==> src/rtl/nibble_ser_pkg.sv <==
// Shared types and constants for the nibble serializer.
// The optional parity bit is enabled by defining NIBBLE_SER_PARITY_EN.
package nibble_ser_pkg;

    localparam int NIBBLE_W = 4;
    localparam logic IDLE_LEVEL = 1'b1;

    typedef enum logic [2:0] {
        IDLE,
        START,
        DATA,
        PARITY,
        STOP
    } nser_state_t;

    // Selects the data bit sent at position idx of the frame's data field.
    function automatic logic data_bit(
        input logic [NIBBLE_W-1:0] word,
        input logic [1:0]          idx,
        input logic                msb_first
    );
        logic [1:0] sel;
        sel = msb_first ? (2'(NIBBLE_W - 1) - idx) : idx;
        return word[sel];
    endfunction

endpackage

==> src/rtl/nibble_ser_bit_timer.sv <==
// Bit-period timer: counts 0..BIT_CYCLES-1 and flags the last cycle of each bit.
// Held at zero while restart is high so the first bit of a frame gets a full period.
module nibble_ser_bit_timer #(
    parameter int BIT_CYCLES = 1
) (
    input  logic clk,
    input  logic reset,
    input  logic restart,
    output logic bit_end
);

    localparam int CW = (BIT_CYCLES > 1) ? $clog2(BIT_CYCLES) : 1;
    localparam logic [CW-1:0] LAST = CW'(BIT_CYCLES - 1);

    logic [CW-1:0] cnt_q, cnt_d;

    assign bit_end = (cnt_q == LAST);

    always_comb begin
        cnt_d = cnt_q + CW'(1);
        if (restart || bit_end) begin
            cnt_d = '0;
        end
    end

    always_ff @(posedge clk) begin
        if (reset) begin
            cnt_q <= '0;
        end else begin
            cnt_q <= cnt_d;
        end
    end

endmodule

==> src/rtl/nibble_serializer.sv <==
// 4-bit parallel to serial frame transmitter: start, 4 data bits, optional parity, stop.
// Define NIBBLE_SER_PARITY_EN to insert an even-parity bit between data and stop.
module nibble_serializer
    import nibble_ser_pkg::*;
#(
    parameter int BIT_CYCLES = 1,
    parameter bit MSB_FIRST  = 1'b1
) (
    input  logic                clk,
    input  logic                reset,
    input  logic                in_valid,
    input  logic [NIBBLE_W-1:0] in_data,
    output logic                in_ready,
    output logic                ser_out,
    output logic                busy,
    output logic                frame_done,
    output logic [2:0]          dbg_state
);

    // Handshake: a word transfers on a rising edge where in_valid && in_ready;
    // upstream must hold in_valid/in_data until then, and in_ready depends only on state.

    nser_state_t         state_q, state_d;
    logic [1:0]          idx_q, idx_d;
    logic [NIBBLE_W-1:0] held_q, held_d;
    logic                frame_done_q, frame_done_d;
    logic                bit_end;
    logic                timer_restart;

    assign timer_restart = (state_q == IDLE);

    nibble_ser_bit_timer #(
        .BIT_CYCLES(BIT_CYCLES)
    ) u_timer (
        .clk    (clk),
        .reset  (reset),
        .restart(timer_restart),
        .bit_end(bit_end)
    );

    always_comb begin
        state_d      = state_q;
        idx_d        = idx_q;
        held_d       = held_q;
        frame_done_d = 1'b0;
        case (state_q)
            IDLE: begin
                if (in_valid) begin
                    held_d  = in_data;
                    idx_d   = 2'd0;
                    state_d = START;
                end
            end
            START: begin
                if (bit_end) begin
                    state_d = DATA;
                end
            end
            DATA: begin
                if (bit_end) begin
                    if (idx_q == 2'd3) begin
                        idx_d = 2'd0;
`ifdef NIBBLE_SER_PARITY_EN
                        state_d = PARITY;
`else
                        state_d = STOP;
`endif
                    end else begin
                        idx_d = idx_q + 2'd1;
                    end
                end
            end
`ifdef NIBBLE_SER_PARITY_EN
            PARITY: begin
                if (bit_end) begin
                    state_d = STOP;
                end
            end
`endif
            STOP: begin
                if (bit_end) begin
                    state_d      = IDLE;
                    frame_done_d = 1'b1;
                end
            end
            default: begin
                state_d = IDLE;
            end
        endcase
    end

    always_ff @(posedge clk) begin
        if (reset) begin
            state_q      <= IDLE;
            idx_q        <= 2'd0;
            held_q       <= '0;
            frame_done_q <= 1'b0;
        end else begin
            state_q      <= state_d;
            idx_q        <= idx_d;
            held_q       <= held_d;
            frame_done_q <= frame_done_d;
        end
    end

    // Line level is decoded purely from registered state, never from the inputs.
    always_comb begin
        ser_out = IDLE_LEVEL;
        case (state_q)
            START:   ser_out = ~IDLE_LEVEL;
            DATA:    ser_out = data_bit(held_q, idx_q, MSB_FIRST);
`ifdef NIBBLE_SER_PARITY_EN
            PARITY:  ser_out = ^held_q;
`endif
            default: ser_out = IDLE_LEVEL;
        endcase
    end

    assign in_ready   = (state_q == IDLE);
    assign busy       = (state_q != IDLE);
    assign frame_done = frame_done_q;
    assign dbg_state  = state_q;

endmodule

==> config.mk <==
export PLATFORM = sky130hd
export DESIGN_NAME = nibble_serializer
export DESIGN_NICKNAME = d
export VERILOG_FILES = /design/src/rtl/nibble_ser_pkg.sv /design/src/rtl/nibble_ser_bit_timer.sv /design/src/rtl/nibble_serializer.sv
export SDC_FILE = /design/constraint.sdc
export NUM_CORES = 1
export LEC_CHECK = 0
export CAP_MARGIN = 30
export CORE_AREA = 2 2 39 41
export DETAILED_ROUTE_END_ITERATION = 16
export DIE_AREA = 0 0 41 43
export PLACE_DENSITY = 0.8
export REMOVE_ABC_BUFFERS = 1
export SLEW_MARGIN = 15
export SYNTH_ARGS = -nofsm -noshare
export SYNTH_HDL_FRONTEND = slang
export SYNTH_SLANG_ARGS = --single-unit
==> constraint.sdc <==
create_clock -name clk -period 3.8 [get_ports clk]
set_input_delay 0.76 -clock clk [delete_from_list [all_inputs] [get_ports clk]]
set_output_delay 0.76 -clock clk [all_outputs]
set_load 0.05 [all_outputs]
==> impl_metrics.toml, run 1 <==
[timing]
max_freq_mhz = 353
drv_slew = 0
period_needed_ns = 2.83
hold_ws_ns = 0.499
setup_tns_ns = 0
finalCritPeriodShare = 0.745
setup_violations = 0
rsz0062_at_grt = "false"
finClkSkew_ns = 0.00227
fin_ws_ns = 0.969
hold_viol = 0

[clock_network]
cts.sink_count = 11
post-cts-setup-buffers = 0
clkLatencyLatePin_ns = 0.27
cts_tree = "built"
hold_buffers = 0
numCtsBuffers = 3
clockBufferDepth = 2
post_cts_resized = 0
root_buffer = "clkbuf_4"
path_clk_slew_ns = 0.07
htree_levels = 1

[place]
placed_area_sq_um = 659
port_buffers = 13
place_ws_ns = 1.26
gp_congestion = 0.726
dpl.hpwl_um = 703

[power]
leakagePower_nw = 0.264
peakVddDrop_v = 0.000212
p_per_area_nw_per_um2 = 383

[die]
initial_core_util = 0.388
die_area_sq_um = 1760
die-height_um = 43
die_x_um = 41
pin_count = 14
coreArea_sq_um = 1380
rows = 14

[route]
drt-pass1-iter-count = 2
vias = 427
wl_per_cell_um = 11.6
vias_per_cell = 5.14
post-route-drc-count = 0
drtAntennaViolNets = 0
routed_wirelength_um = 961
first_iter_violations = 4

[synth]
yosysMostFrequentCell = "dfxtp_1"
yosys.area.top_type_share = 0.410
synth_top_flop_cell = "dfxtp_1"
synth_edf_count = 0
synth_top_cell_by_area = "dfxtp_1"
synth_cell_types = 25
syn-instance-count = 54
syn_area_per_cell_sq_um = 9.94
ys_warn_count = 0
synth_area_sq_um = 537
synth.yosys.seq_area_share = 0.410
async_flop_share = 0
ys_top_cells_by_area = "dfxtp_1, mux2i_1, nand2b_1"
yosys_register_bits = 11
synth_common_cells = "dfxtp_1, mux2i_1, nand2b_1, nor2_1"

[job]
drv_cap = 0

[worst_setup_path]
cp_max_fo = 10
cpMaxStageDelayCell = "clkdlybuf4s50_1"
critical_path_buf_inv_count = 1
cp_slowest_stage_delay_ns = 0.81
crit_type = "reg -> out"
startpoint_type = "register"
critical_path.top_delay_family = "buffers and inverters"
startpoint = "dbg_state[0]"
r2r_start = "dbg_state[0]"
crit_path_end_kind = "output pin"
crit_required_ns = 3.04
crit_arrival_ns = 2.07
path_cells = "and2b_1 -> nor2b_1 -> o21bai_1 -> clkdlybuf4s50_1"

[grt]
grt_usage = 0.142
grt_pass1_wl_um = 1670
grt_max_degree = 12
grt_pass1_vias = 397
overflow = 0
antenna_found_initial = 0

[finish]
antenna_cells = 0
final_area_sq_um = 686
layout-drive-gt1-share = 0.0746
syn2layout_area_growth_pct = 27.7
fin_nets = 76

[hold_path]
hold_class = "reg -> reg"
min-delay-start = "held_q[0]"

[run_status]
status = "finished clean"
worst paths after layout:
kind	endpoint	slack, ns	cells past startpoint
setup / recovery	ser_out	0.97	4
hold / removal	held_q[0]	0.50	2
setup reg to reg	held_q[2]	2.50	3
hold reg to reg	held_q[0]	0.50	2
registers in the layout (all words and copies together) (netlist names):
register	count
dbg_state	3
frame_done	1
held_q	4
idx_q	2
u_timer.cnt_q	1
cell type report:
| cell class | instances | area, sq um |
|---|---|---|
| tap | 16 | 20.0 |
| clock buffer | 4 | 26.3 |
| inverter | 3 | 11.3 |
| fill | 135 | 698 |
| timing repair buffer | 13 | 130 |
| sequential | 11 | 220 |
| multi-input combinational | 36 | 278 |
where the power goes:
part | switching [mW] | total [mW] | internal, mW | leakage [nW]
logic | 0.0305 | 0.0563 | 0.0258 | 0.159
clock network | 0.0388 | 0.0794 | 0.0406 | 0.0150
registers | 0.00670 | 0.127 | 0.121 | 0.0900
worst reg2reg max path, cell delays in order, from the launching register on:
cell and delay, ns:
dfxtp_1 0.41, nor4b_4 0.48, mux2i_1 0.23, nor2_1 0.05
metrics by stage:
| stage | cells | util | total power [mW] |
|---|---|---|---|
| global route | 83 | 0.495 | 0.278 |
| finish | 83 | 0.495 | 0.263 |
| global placement | 79 | 0.476 | 0.185 |
| CTS | 83 | 0.495 | 0.266 |
| detailed placement | 79 | 0.476 | 0.186 |
| floorplan | 50 | - | 0.165 |
layer usage:
layer / vias to the layer above / global-route usage / share of wire
li1: 213 / - / -
met1: 196 / 0.167 / 0.47
met2: 14 / 0.206 / 0.43
met3: 4 / 0.0314 / 0.070
met4: 0 / 0.120 / 0.026
met5: - / 0 / 0
cell families (layout without fill, tap and decap cells):
kind of cell | after synthesis | in the layout | synth area share
compound gates | 6 | 6 | 0.0933
fa+ha+maj | 1 | 1 | 0.0233
buf+inv | 7 | 20 | 0.0722
flops | 11 | 11 | 0.410
mux | 6 | 6 | 0.135
other cells | 1 | 1 | 0.00699
simple gates | 22 | 22 | 0.259
cells in the final DEF (no fill, tap or decap), types with 2 or more instances in the layout:
cell / synthesis / layout
clkbuf_4: 0 / 3
clkdlybuf4s50_1: 0 / 13
dfxtp_1: 11 / 11
inv_1: 3 / 3
mux2i_1: 5 / 5
nand2b_1: 5 / 5
nor2_1: 5 / 5
nor2b_1: 2 / 2
nor3_1: 2 / 2
nor4_1: 3 / 3
o2bb2ai_1: 2 / 2
No activity file was read; power rests on OpenSTA's default activity.
==> run 2, diff against run 1 <==
- CORE_AREA: 2 2 39 41 -> unset
- CORE_MARGIN: unset -> 2
- CORE_UTILIZATION: unset -> 40
- DIE_AREA: 0 0 41 43 -> unset
- PLACE_DENSITY: 0.8 -> 0.82
- clock period: 3.8 -> 2.3 ns (I/O delays scaled with it)
==> impl_metrics.toml, run 2 (synthesis gave the netlist of run 1 again) <==
[worst_setup_path]
cp_max_fo = 11
crit_arrival_ns = 1.70
crit_type = "reg -> out"
startpoint_type = "register"
crit_path_end_kind = "output pin"
cp_slowest_stage_delay_ns = 0.87
crit_required_ns = 1.84
critical_path_buf_inv_count = 1
cpMaxStageDelayCell = "clkdlybuf4s50_1"
path_cells = "clkdlybuf4s50_1"
critical_path.top_delay_family = "buffers and inverters"

[route]
vias = 427
drt-pass1-iter-count = 4
drtAntennaViolNets = 0
post-route-drc-count = 0
wl_per_cell_um = 11.4
vias_per_cell = 5.14
first_iter_violations = 6
routed_wirelength_um = 945

[timing]
worstMarginPinSlew_ns = 0.502
hold_viol = 0
drv_slew = 0
period_needed_ns = 2.16
finClkSkew_ns = 0.0101
finalCritPeriodShare = 0.938
slew_headroom = 0.665
setup_violations = 0
rsz0062_at_grt = "false"
max_freq_mhz = 463

[grt]
overflow = 0
grtUsageMet2 = 0.282
grt_pass1_wl_um = 1630
use_met3 = 0.0326
antenna_found_initial = 0
grt_usage = 0.151
gr-max-usage-layer = "met2"
grt_max_degree = 12
gr-usage-met1 = 0.148
grt_pass1_vias = 419

[run_status]
status = "finished clean"

[power]
p_per_area_nw_per_um2 = 628
leakagePower_nw = 0.291
peakVddDrop_v = 0.000366

[clock_network]
numCtsBuffers = 3
cts.sink_count = 11
hold_buffers = 0
clkLatencyLatePin_ns = 0.28
clockBufferDepth = 2
path_clk_slew_ns = 0.08
cts_tree = "built"
post_cts_resized = 0
root_buffer = "clkbuf_4"
htree_levels = 1
post-cts-setup-buffers = 0

[die]
initial_core_util = 0.423
pin_count = 14
die_x_um = 40.6
coreArea_sq_um = 1270
die-height_um = 40.6
die_area_sq_um = 1650
rows = 13

[finish]
utilization = 0.554
syn2layout_area_growth_pct = 31.0
final_common_cell = "dfxtp_1"
layout-drive-gt1-share = 0.132
fin_nets = 77
multi_input_area_sq_um = 278
fillerInstances = 120
antenna_cells = 0
final_area_sq_um = 703
final_cell_mix = "dfxtp_1, clkdlybuf4s50_1, mux2i_1, nor2_1, nand2b_1"
area.sequential_sq_um = 220
largest_reg_flops = 4
regMostFlops = "held_q"

[place]
dpl.hpwl_um = 729
gp_congestion = 0.663
port_buffers = 13
placed_area_sq_um = 673

[hold_path]
hold_class = "reg -> reg"

[job]
drv_cap = 0
## run 2: cell count changes in the layout (fill, tap and decap cells not counted)
cell / previous run / this run
clkinv_2: 0 / 1
clkbuf_1: 1 / 0
buf_4: 0 / 2
clkdlybuf4s50_1: 13 / 10
dlymetal6s2s_1: 0 / 1
buf_12: 0 / 1
## run 2: layer usage
metal  vias to the layer above  part of all wire
li1                        214                 -
met1                       193              0.44
met2                        16              0.47
met3                         4             0.068
met4                         0             0.026
met5                         -                 0
## run 2: tightest hold or removal path, cell delays in order (launching register included)
cell and delay (ns):
dfxtp_1 0.33, mux2i_1 0.06, nor2_1 0.07
## run 2: worst paths after layout
check	start	end	slack (ns)	cells past startpoint
worst max register to register	dbg_state[0]	held_q[3]	1.00	3
worst max-delay path	dbg_state[2]	dbg_state[2]	0.14	1
worst min register to register	held_q[2]	held_q[2]	0.50	2
worst min-delay path	held_q[2]	held_q[2]	0.50	2
## run 2: final cells by class
class / count / area share
clock inverter: 1 / 0.00712
clock buffer: 3 / 0.0320
inverter: 3 / 0.0160
tap: 15 / 0.0267
multi-input combinational: 36 / 0.395
timing repair buffer: 14 / 0.210
sequential: 11 / 0.313
## run 2: power breakdown
group,switching [mW],internal [mW]
sequential,0.0110,0.199
combinational,0.0521,0.0470
clock,0.0680,0.0645
total,0.131,0.311
## run 2: metrics by stage
stage	TNS, ns	std cells	hold WS [ns]	power [mW]	setup slack, ns
2_1_floorplan	-0.0595	50	0.455	0.273	-0.0595
3_3_place_gp	0	79	0.469	0.313	0.336
3_5_place_dp	0	79	0.485	0.314	0.317
4_1_cts	0	83	0.503	0.446	0.00899
5_1_grt	0	83	0.543	0.466	0.0441
6_report	0	83	0.498	0.442	0.142
==> run 3, diff against run 2 <==
- CORE_AREA: unset -> 2 2 39 41
- CORE_MARGIN: 2 -> unset
- CORE_UTILIZATION: 40 -> unset
- DIE_AREA: unset -> 0 0 41 43
- PLACE_DENSITY: 0.82 -> 0.8
- clock period: 2.3 -> 2.6 ns (I/O delays scaled with it)
==> impl_metrics.toml, run 3 (synthesis gave the netlist of run 1 again) <==
[run_status]
status = "finished clean"

[grt]
overflow = 0
grt_usage = 0.147
grt_pass1_vias = 395
antenna_found_initial = 0
grt_max_degree = 12
grt_pass1_wl_um = 1690

[route]
drt-pass1-iter-count = 3
routed_wirelength_um = 1020
drtAntennaViolNets = 0
vias_per_cell = 5.06
wl_per_cell_um = 12.3
vias = 420
first_iter_violations = 6
post-route-drc-count = 0

[power]
peakVddDrop_v = 0.000279
p_per_area_nw_per_um2 = 560
power_frac_comb = 0.217
power_frac_seq = 0.486
power.switching_mw = 0.110
clkPwrFrac = 0.297
p_int_mw = 0.273
switching_share = 0.287
leakagePower_nw = 0.265

[job]
drv_cap = 0

[place]
port_buffers = 13
place_ws_ns = 0.410
gp_congestion = 0.709
dpl.hpwl_um = 806
dpl.cell_count = 79

[clock_network]
post_cts_resized = 0
post-cts-setup-buffers = 0
hold_buffers = 0
clockBufferDepth = 2
clkLatencyLatePin_ns = 0.26
cts.sink_count = 11
numCtsBuffers = 3
path_clk_slew_ns = 0.07
htree_levels = 1
cts_tree = "built"
root_buffer = "clkbuf_4"

[finish]
multi_input_area_sq_um = 278
fin_nets = 76
final_common_cell = "clkdlybuf4s50_1"
syn2layout_area_growth_pct = 27.3
antenna_cells = 0
layout-drive-gt1-share = 0.0896
fillerInstances = 139
stdcell_count = 83
final_cell_mix = "clkdlybuf4s50_1, dfxtp_1, mux2i_1, nor2_1, nand2b_1"
largest_reg_flops = 4
utilization = 0.494
area.sequential_sq_um = 220
regMostFlops = "held_q"

[die]
rows = 14
die-height_um = 43
pin_count = 14
initial_core_util = 0.388
die_area_sq_um = 1760
die_x_um = 41
coreArea_sq_um = 1380

[timing]
hold_viol = 0
setup_tns_ns = 0
fin_ws_ns = 0.130
finClkSkew_ns = 0.000360
period_needed_ns = 2.47
finalCritPeriodShare = 0.950
drv_slew = 0
setup_violations = 0
hold_ws_ns = 0.490
rsz0062_at_grt = "false"
max_freq_mhz = 405

[worst_setup_path]
crit_required_ns = 2.08
crit_type = "reg -> out"
startpoint_type = "register"
crit_path_end_kind = "output pin"
cp_max_fo = 10
crit_arrival_ns = 1.95

[hold_path]
hold_class = "reg -> reg"
==> run 3: path summary, 6_finish.rpt <==
path	slack [ns]	cells past startpoint	endpoint	start
setup / recovery	0.13	3	in_ready	dbg_state[0]
hold / removal	0.49	2	held_q[0]	held_q[0]
setup reg to reg	1.23	3	held_q[1]	dbg_state[0]
hold reg to reg	0.49	2	held_q[0]	held_q[0]
==> run 3: per-layer routing <==
metal,track usage,vias to the layer above,share of wire
li1,-,213,-
met1,0.154,191,0.39
met2,0.231,14,0.52
met3,0.0681,2,0.077
met4,0.0800,0,0.014
met5,0,-,0
==> run 3: cell type report <==
type                    count  area share
multi-input cells          36       0.407
flip-flops and latches     11       0.322
repair buffers             13       0.187
clock buffers               4      0.0385
well taps                  16      0.0293
inverters                   3      0.0165
==> run 3: stage by stage <==
step	total power [mW]	cell area, sq um
2_1_floorplan	0.242	509
3_3_place_gp	0.270	657
3_5_place_dp	0.273	657
4_1_cts	0.390	683
5_1_grt	0.401	683
6_report	0.382	683
==> run 3: power by group through the flow <==
stage	combinational [mW]	sequential, mW	clock, mW
after global placement	0.0814	0.189	0
final	0.0830	0.186	0.113
after CTS	0.0836	0.186	0.120
after global routing	0.0891	0.187	0.125
after detailed placement	0.0834	0.190	0
after floorplan	0.0469	0.195	0
==> run 3: worst max-delay path, cell delays in order, from the launching register on <==
cell and delay, ns:
dfxtp_1 0.42, or3_1 0.43, inv_1 0.06, clkdlybuf4s50_1 0.79
